`config.mk`:
```
export PLATFORM = sky130hd
export DESIGN_NAME = block_pair_issuer
export DESIGN_NICKNAME = d
export VERILOG_FILES = /design/src/rtl/block_pair_issuer.sv
export SDC_FILE = /design/constraint.sdc
export NUM_CORES = 1
export LEC_CHECK = 0
export CORE_MARGIN = 8
export CORE_UTILIZATION = 35
export CTS_CLUSTER_DIAMETER = 40
export DETAILED_ROUTE_END_ITERATION = 10
export SLEW_MARGIN = 20
export SYNTH_ARGS = -nofsm -noshare
export SYNTH_HDL_FRONTEND = slang
export SYNTH_SLANG_ARGS = --single-unit
```
`constraint.sdc`:
```
create_clock -name clk_i -period 7.4 [get_ports clk_i]
set_input_delay 1.11 -clock clk_i [delete_from_list [all_inputs] [get_ports clk_i]]
set_output_delay 1.11 -clock clk_i [all_outputs]
set_load 0.02 [all_outputs]
```
`src/rtl/block_pair_issuer.sv`:
```
`default_nettype none
// ============================================================================
// Module   : block_pair_issuer
// Brief    : Buffers block descriptors, pairs consecutive entries and issues
//            each pair on a valid/ready handshake to the layer scheduler.
//            Optional macro ISSUER_LENGTH_CHECK_EN drops zero-length pushes
//            and raises a sticky err_o.
// Revision : 1.0 - initial release
// ============================================================================

`ifndef FORWARD_FORWARD
`define FORWARD_FORWARD   2'b00
`endif
`ifndef FORWARD_BACKWARD
`define FORWARD_BACKWARD  2'b01
`endif
`ifndef BACKWARD_FORWARD
`define BACKWARD_FORWARD  2'b10
`endif
`ifndef BACKWARD_BACKWARD
`define BACKWARD_BACKWARD 2'b11
`endif

module block_pair_issuer #(
    parameter int DEPTH = 8,
    parameter int CNT_W = 16
) (
    input  logic                   clk_i,
    input  logic                   rst_ni,
    input  logic                   desc_valid_i,
    output logic                   desc_ready_o,
    input  logic                   desc_dir_i,
    input  logic [31:0]            desc_start_i,
    input  logic [31:0]            desc_length_i,
    input  logic                   flush_i,
    output logic [1:0]             block_type_o,
    output logic [31:0]            block0_start_o,
    output logic [31:0]            block1_start_o,
    output logic [31:0]            block0_length_o,
    output logic [31:0]            block1_length_o,
    output logic                   schedule_valid_o,
    input  logic                   schedule_ready_i,
    output logic [$clog2(DEPTH):0] fifo_count_o,
    output logic [CNT_W-1:0]       pairs_issued_o,
    output logic                   err_o
);

    localparam int                 c_ptr_w    = $clog2(DEPTH);
    localparam int                 c_cnt_w    = c_ptr_w + 1;
    localparam logic [c_cnt_w-1:0] c_full     = c_cnt_w'(DEPTH);
    localparam logic [0:0]         c_st_idle  = 1'b0;
    localparam logic [0:0]         c_st_issue = 1'b1;

    logic [0:0]         r_state;
    logic [0:0]         w_state_next;
    logic [c_ptr_w-1:0] r_wr_ptr;
    logic [c_ptr_w-1:0] r_rd_ptr;
    logic [c_ptr_w-1:0] w_rd_ptr1;
    logic [c_cnt_w-1:0] r_count;
    logic [c_cnt_w-1:0] w_pop_n;
    logic               r_mem_dir   [DEPTH];
    logic [31:0]        r_mem_start [DEPTH];
    logic [31:0]        r_mem_len   [DEPTH];
    logic               w_push_hs;
    logic               w_write;
    logic               w_pop2;
    logic               w_pop1;
    logic               w_dir0;
    logic               w_dir1;
    logic [1:0]         w_type;
    logic [1:0]         r_type;
    logic [31:0]        r_b0_start;
    logic [31:0]        r_b0_len;
    logic [31:0]        r_b1_start;
    logic [31:0]        r_b1_len;
    logic [CNT_W-1:0]   r_pairs;

    assign desc_ready_o = (r_count != c_full);
    assign w_push_hs    = desc_valid_i && desc_ready_o;

`ifdef ISSUER_LENGTH_CHECK_EN
    logic r_err;

    // Zero-length pushes complete the handshake but never reach storage.
    assign w_write = w_push_hs && (desc_length_i != 32'd0);

    always_ff @(posedge clk_i) begin
        if (!rst_ni) begin
            r_err <= 1'b0;
        end else if (w_push_hs && (desc_length_i == 32'd0)) begin
            r_err <= 1'b1;
        end
    end

    assign err_o = r_err;
`else
    assign w_write = w_push_hs;
    assign err_o   = 1'b0;
`endif

    assign w_pop2    = (r_state == c_st_idle) && (r_count >= c_cnt_w'(2));
    assign w_pop1    = (r_state == c_st_idle) && (r_count == c_cnt_w'(1)) && flush_i;
    assign w_pop_n   = w_pop2 ? c_cnt_w'(2) : (w_pop1 ? c_cnt_w'(1) : c_cnt_w'(0));
    assign w_rd_ptr1 = r_rd_ptr + c_ptr_w'(1);

    // A lone flushed descriptor is mirrored into block1 with its own direction.
    assign w_dir0 = r_mem_dir[r_rd_ptr];
    assign w_dir1 = w_pop2 ? r_mem_dir[w_rd_ptr1] : w_dir0;

    always_comb begin
        w_type = `FORWARD_FORWARD;
        case ({w_dir0, w_dir1})
            2'b00:   w_type = `FORWARD_FORWARD;
            2'b01:   w_type = `FORWARD_BACKWARD;
            2'b10:   w_type = `BACKWARD_FORWARD;
            default: w_type = `BACKWARD_BACKWARD;
        endcase
    end

    always_ff @(posedge clk_i) begin
        if (w_write) begin
            r_mem_dir[r_wr_ptr]   <= desc_dir_i;
            r_mem_start[r_wr_ptr] <= desc_start_i;
            r_mem_len[r_wr_ptr]   <= desc_length_i;
        end
    end

    always_ff @(posedge clk_i) begin
        if (!rst_ni) begin
            r_wr_ptr <= '0;
            r_rd_ptr <= '0;
            r_count  <= '0;
        end else begin
            if (w_write) begin
                r_wr_ptr <= r_wr_ptr + c_ptr_w'(1);
            end
            if (w_pop2) begin
                r_rd_ptr <= r_rd_ptr + c_ptr_w'(2);
            end else if (w_pop1) begin
                r_rd_ptr <= w_rd_ptr1;
            end
            r_count <= r_count + c_cnt_w'(w_write) - w_pop_n;
        end
    end

    always_ff @(posedge clk_i) begin
        if (!rst_ni) begin
            r_type     <= 2'b00;
            r_b0_start <= '0;
            r_b0_len   <= '0;
            r_b1_start <= '0;
            r_b1_len   <= '0;
        end else if (w_pop2 || w_pop1) begin
            r_type     <= w_type;
            r_b0_start <= r_mem_start[r_rd_ptr];
            r_b0_len   <= r_mem_len[r_rd_ptr];
            r_b1_start <= w_pop2 ? r_mem_start[w_rd_ptr1] : r_mem_start[r_rd_ptr];
            r_b1_len   <= w_pop2 ? r_mem_len[w_rd_ptr1] : 32'd0;
        end
    end

    always_ff @(posedge clk_i) begin
        if (!rst_ni) begin
            r_pairs <= '0;
        end else if ((r_state == c_st_issue) && schedule_ready_i) begin
            r_pairs <= r_pairs + 1'b1;
        end
    end

    always_ff @(posedge clk_i) begin
        if (!rst_ni) begin
            r_state <= c_st_idle;
        end else begin
            r_state <= w_state_next;
        end
    end

    always_comb begin
        w_state_next = r_state;
        case (r_state)
            c_st_idle: begin
                if (w_pop2 || w_pop1) begin
                    w_state_next = c_st_issue;
                end
            end
            default: begin
                if (schedule_ready_i) begin
                    w_state_next = c_st_idle;
                end
            end
        endcase
    end

    always_comb begin
        schedule_valid_o = (r_state == c_st_issue);
    end

    assign block_type_o    = r_type;
    assign block0_start_o  = r_b0_start;
    assign block0_length_o = r_b0_len;
    assign block1_start_o  = r_b1_start;
    assign block1_length_o = r_b1_len;
    assign fifo_count_o    = r_count;
    assign pairs_issued_o  = r_pairs;

endmodule

`default_nettype wire

```
==> results of run 1 <==
==> report_power, final <==
| part | switching [mW] | internal (mW) |
|---|---|---|
| logic | 2.31 | 2.01 |
| registers | 0.417 | 4.61 |
| clock network | 1.81 | 2.85 |
| total | 4.53 | 9.48 |
==> cells in the mapped netlist (all sizes together) (11+ instances only) <==
master	number	share of area, %
dfxtp	160	11
inv	11	0.14
clkbuf	43	0.56
nand3	44	0.76
o221ai	33	1.0
o21ai	33	0.57
mux2i	134	4.6
a21oi	39	0.69
o2bb2ai	32	0.97
edfxtp	520	54
a211oi	33	0.86
nand2	17	0.22
nor2	58	0.75
mux4	260	20
buf	78	1.8
==> cell type report <==
type | count | area share [%]
Antenna cell | 2 | 0.0141
Clock buffer | 110 | 7.05
Timing Repair Buffer | 254 | 6.95
Clock inverter | 74 | 2.45
Tap cell | 1070 | 3.76
Multi-Input combinational cell | 746 | 26.7
Sequential cell | 680 | 52.9
Inverter | 11 | 0.116
==> per-layer routing <==
layer | track usage [%] | up-vias | wire length (µm)
met4 | 5.23 | 2 | 1620
met1 | 20.7 | 8506 | 30600
met5 | 0 | - | 13
met2 | 29.0 | 562 | 39600
met3 | 3.14 | 102 | 4650
li1 | - | 6994 | -
==> worst register-to-register path: stages, from the launching register on <==
cell and delay [ns]:
dfxtp_4 0.81, ha_4 0.73, buf_12 0.66, mux4_2 0.75, mux2i_1 0.24, o221ai_1 0.17
==> registers in the layout, indices dropped and copies added, names as in the netlist, named ones only <==
name	cells
block1_length_o	32
fifo_count_o	4
r_mem_start	256
block0_length_o	32
pairs_issued_o	16
schedule_valid_o	1
r_mem_len	256
block_type_o	2
r_mem_dir	8
r_rd_ptr	3
block0_start_o	32
block1_start_o	32
r_wr_ptr	3
==> path summary, 6_finish.rpt <==
path                                   start                              end  cells after the start
min reg2reg  block1_length_o[8]$_SDFFE_PN0N_  block1_length_o[8]$_SDFFE_PN0N_                      1
max reg2reg         r_rd_ptr[0]$_SDFFE_PN0N_  block1_start_o[12]$_SDFFE_PN0N_                      5
min          block1_length_o[8]$_SDFFE_PN0N_  block1_length_o[8]$_SDFFE_PN0N_                      1
max               fifo_count_o[2]$_SDFF_PN0_                     desc_ready_o                      4
==> per-stage QoR <==
stage | instance area (µm²) | utilization (%) | hold slack, ns | power, mW | setup WS (ns)
2_1_floorplan | 28900 | - | 0.462 | 7.90 | 0.790
3_3_place_gp | 32200 | 39.3 | 0.445 | 9.46 | 3.49
3_5_place_dp | 32200 | 39.3 | 0.450 | 9.51 | 3.51
4_1_cts | 35600 | 43.4 | 0.464 | 14.2 | 3.74
5_1_grt | 35600 | 43.4 | 0.487 | 14.7 | 3.54
6_report | 35600 | 43.4 | 0.461 | 14.0 | 3.81
==> kinds of logic after synthesis <==
family	after synthesis	synth area share, %
buf+inv	132	2.48
simple gates	151	2.45
xor+xnor	15	0.454
mux	394	24.9
compound gates	174	4.19
other cells	1	0.0130
flops	680	65.0
fa+ha+maj	11	0.502
==> impl_metrics.csv, run 1 <==
group,metric,value,unit
logic_synthesis,ys_seq_area_share,65.0,%
clock_network,cts_hold_buf,0,
global_routing,grt_max_degree,99,
timing,fmax,278,MHz
placed_design,portBuffers,221,
worst_setup_path,rrSetupSlack,3.86,ns
clock_network,max-clock-path-buffers,3,
worst_setup_path,crit_fanout,5,
flow_run,drv_cap,0,
timing,period_share,48.5,%
worst_setup_path,crit_family,"buffers and inverters",
route,drc,0,
global_routing,grt_pass1_vias,17179,
timing,finalSetupViolCount,0,
finish,layout.nets,1871,
power,p_leak,11.1,nW
route,drt-initial-drc-count,1156,
placed_design,place_congestion,0.749,
logic_synthesis,yosysWarnings,0,
power,power_density,394,mW/mm²
finish,syn_to_final_growth,22.9,%
logic_synthesis,synth.avg_cell_area,18.6,µm²
finish,stdcell_count,2947,
worst_setup_path,critPathSlowestCell,"clkdlybuf4s50_1",
logic_synthesis,synth.cell_area,0.0289,mm²
logic_synthesis,ys_seq_elements,680,
clock_network,cts.htree.levels,3,
timing,slew_headroom,25.9,%
global_routing,track_usage,16.6,%
die,chipHeight,304,µm
outcome,outcome,"finished, final reports clean",
clock_network,cts-root-buf,"clkbuf_16",
worst_setup_path,max_stage_delay,0.66,ns
worst_setup_path,cp_num_buf_inv,2,
route,num_vias,16166,
die,die_x,304,µm
global_routing,grt_overflow,0,
route,vias_per_cell,5.49,
die,start_util,35.3,%
logic_synthesis,synth_cells,1558,
global_routing,antenna_found_initial,4,
clock_network,cts_inserted_buffers,97,
global_routing,grt_pass1_wl,114000,µm
placed_design,dp_cells,2761,
route,wire_per_inst,26.0,µm
clock_network,ctsResizeCount,0,
timing,tightest_slew,1.11,ns
timing,finalClockSkew,0.0319,ns
die,die-area,0.0921,mm²
clock_network,post_cts_buffers,0,
finish,seqCellArea,0.0188,mm²
finish,final_common_cell,"edfxtp_1",
finish,drive_above_1_share,25.7,%
route,ant_nets,0,
timing,slew_violations,0,
route,drtPass1Iterations,5,
worst_setup_path,required,6.29,ns
die,io_pins,223,
logic_synthesis,synth_nets,1639,
clock_network,cts.sinks,680,
worst_setup_path,cp_cell_sequence,"inv_1 > ha_1 > or3b_2 > clkdlybuf4s50_1",
logic_synthesis,synthArstFlopShare,0,%
timing,rsz0062_at_grt,"no",
timing,hold_viol_final,0,
finish,final.fill_count,7134,
clock_network,cts_tree,"yes",
logic_synthesis,synth.distinct_cells,41,
timing,final.min_clock_period,3.59,ns
finish,multiInputGateArea,0.00950,mm²
logic_synthesis,synth_enable_flop_cells,520,
worst_setup_path,critPathLaunchType,"register",
finish,layout_common_cells,"520 x edfxtp_1, 260 x mux4_2, 220 x clkdlybuf4s50_1, 154 x dfxtp_1, 134 x mux2i_1",
route,routed_wirelength,76600,µm
power,vdd_drop_max,0.362,mV
worst_setup_path,worstSetupEndpointType,"output pin",
clock_network,path_clk_slew,0.05,ns
logic_synthesis,synth_ff_type,"edfxtp_1",
worst_setup_path,path_class,"register to output pin",
die,core-area,0.0820,mm²
timing,finalSetupTns,0,ns
hold_path,hp-class,"register to register",
die,placementRows,105,
worst_setup_path,arrival,2.48,ns
clock_network,clock_latency,0.65,ns
placed_design,dp_hpwl,44800,µm
Note: power is estimated with default switching activity, not from simulation.
==> inputs of run 2 (changes only) <==
clock period = 3.45 ns   (was 7.4 ns; I/O delays follow)
==> impl_metrics.csv, run 2 (same netlist as run 1, synthesis figures left out) <==
group,metric,value,unit
outcome,outcome,"finished, final reports clean",
clock_network,ctsResizeCount,0,
worst_setup_path,crit_family,"buffers and inverters",
worst_setup_path,cp_num_buf_inv,2,
worst_setup_path,worstSetupEndpointType,"output pin",
global_routing,use_met3,3.37,%
die,die_x,304,µm
placed_design,place_area,0.0326,mm²
power,power.total,31.0,mW
worst_setup_path,critPathCapture,"desc_ready_o",
die,die-area,0.0921,mm²
global_routing,met1_usage,20.4,%
power,power_density,857,mW/mm²
timing,timing.final.ws_setup,0.647,ns
global_routing,grt_pass1_wl,112000,µm
worst_setup_path,cp-startpoint,"fifo_count_o[2]$_SDFF_PN0_",
finish,final.fill_count,7058,
finish,reg_top3,"r_mem_len: 256 flops, r_mem_start: 256 flops",
route,drc,0,
placed_design,place_congestion,0.735,
worst_setup_path,crit_cells,4,
flow_run,drv_cap,0,
worst_setup_path,r2r-end,"fifo_count_o[2]$_SDFF_PN0_",
placed_design,dp_hpwl,43500,µm
worst_setup_path,r2r-start,"fifo_count_o[2]$_SDFF_PN0_",
placed_design,dp_cells,2776,
timing,finalSetupViolCount,0,
clock_network,cts_hold_buf,0,
clock_network,clock_latency,0.64,ns
worst_setup_path,rrSetupSlack,0.92,ns
timing,hold_viol_final,0,
clock_network,cts.htree.levels,3,
route,vias_per_cell,5.44,
route,wire_per_inst,25.5,µm
finish,post-route-util,44.2,%
global_routing,grt_pass1_vias,17300,
worst_setup_path,reg2reg_depth,11,
clock_network,cts.sinks,680,
hold_path,hp-class,"input pin to register",
placed_design,dp_slack,0.684,ns
die,io_pins,223,
global_routing,track_usage,16.3,%
finish,fin_area,0.0362,mm²
timing,whs,0.229,ns
placed_design,portBuffers,221,
clock_network,cts_inserted_buffers,104,
global_routing,grt_overflow,0,
worst_setup_path,arrival,2.29,ns
timing,finalClockSkew,0.0319,ns
clock_network,cts-root-buf,"clkbuf_16",
worst_setup_path,path_class,"register to output pin",
global_routing,grt.met2_usage,27.8,%
route,routed_wirelength,75800,µm
timing,fmax,357,MHz
power,vdd_drop_max,0.445,mV
timing,rsz0062_at_grt,"no",
finish,layout.nets,1893,
worst_setup_path,crit_fanout,5,
worst_setup_path,max_stage_delay,0.60,ns
die,start_util,35.3,%
worst_setup_path,cp_cell_sequence,"inv_1 > ha_1 > or3b_2 > clkdlybuf4s50_1",
timing,slew_headroom,34.2,%
timing,final.min_clock_period,2.80,ns
die,chipHeight,304,µm
clock_network,cts_tree,"yes",
finish,stdcell_count,2976,
die,placementRows,105,
clock_network,path_clk_slew,0.05,ns
clock_network,post_cts_buffers,0,
route,drtPass1Iterations,5,
finish,final_common_cell,"edfxtp_1",
global_routing,grt_max_degree,105,
worst_setup_path,required,2.93,ns
finish,drive_above_1_share,27.3,%
route,num_vias,16183,
timing,finalSetupTns,0,ns
timing,tightest_slew,0.987,ns
power,p_leak,11.3,nW
die,core-area,0.0820,mm²
global_routing,grt.busiest_layer,"met2",
timing,period_share,81.2,%
worst_setup_path,critPathLaunchType,"register",
route,drt-initial-drc-count,1202,
route,ant_nets,0,
finish,syn_to_final_growth,25.2,%
global_routing,antenna_found_initial,9,
timing,slew_violations,0,
worst_setup_path,critPathSlowestCell,"clkdlybuf4s50_1",
clock_network,max-clock-path-buffers,3,
finish,layout_common_cells,"520 x edfxtp_1, 260 x mux4_2, 220 x clkdlybuf4s50_1, 153 x dfxtp_1, 134 x mux2i_1",
[run 2: changes by cell type in the layout (fill, tap and decap cells not counted), sizes merged]
cell,delta
buf,+15
clkinvlp,+9
clkbuf,+5
clkinv,-17
bufinv,+3
inv,+11
diode,+3
[run 2: area by class of cell]
type / count / area [µm²] / share of cell area (%)
Timing Repair Buffer: 269 / 2830 / 7.81
Tap cell: 1070 / 1340 / 3.70
Clock buffer: 115 / 2710 / 7.47
Clock inverter: 80 / 941 / 2.60
Inverter: 11 / 41.3 / 0.114
Antenna cell: 5 / 12.5 / 0.0345
Multi-Input combinational cell: 746 / 9510 / 26.3
Sequential cell: 680 / 18800 / 52.0
[run 2: power by group]
part / internal, mW / switching [mW] / total (mW)
logic: 4.55 / 4.97 / 9.52
registers: 9.88 / 0.874 / 10.8
clock network: 6.76 / 4.00 / 10.8
total: 21.2 / 9.85 / 31.0
[run 2: worst min-delay path by stage]
stage,from,end,slack [ns],depth (start not counted)
global route,rst_ni,fifo_count_o[0]$_SDFF_PN0_,0.23,2
finish,rst_ni,fifo_count_o[0]$_SDFF_PN0_,0.23,2
floorplan,r_wr_ptr[0]$_SDFFE_PN0N_,r_wr_ptr[0]$_SDFFE_PN0N_,0.47,2
CTS,rst_ni,fifo_count_o[0]$_SDFF_PN0_,0.19,2
global placement,block1_length_o[15]$_SDFFE_PN0N_,block1_length_o[15]$_SDFFE_PN0N_,0.44,1
detailed placement,block1_length_o[7]$_SDFFE_PN0N_,block1_length_o[7]$_SDFFE_PN0N_,0.45,1
[run 2: per-layer routing]
metal	routed length, µm	vias to the layer above	share of wire, %
met5	41	-	0.054
met4	2370	6	3.1
met1	30400	8434	40
met3	4850	141	6.4
met2	38100	560	50
li1	-	7042	-
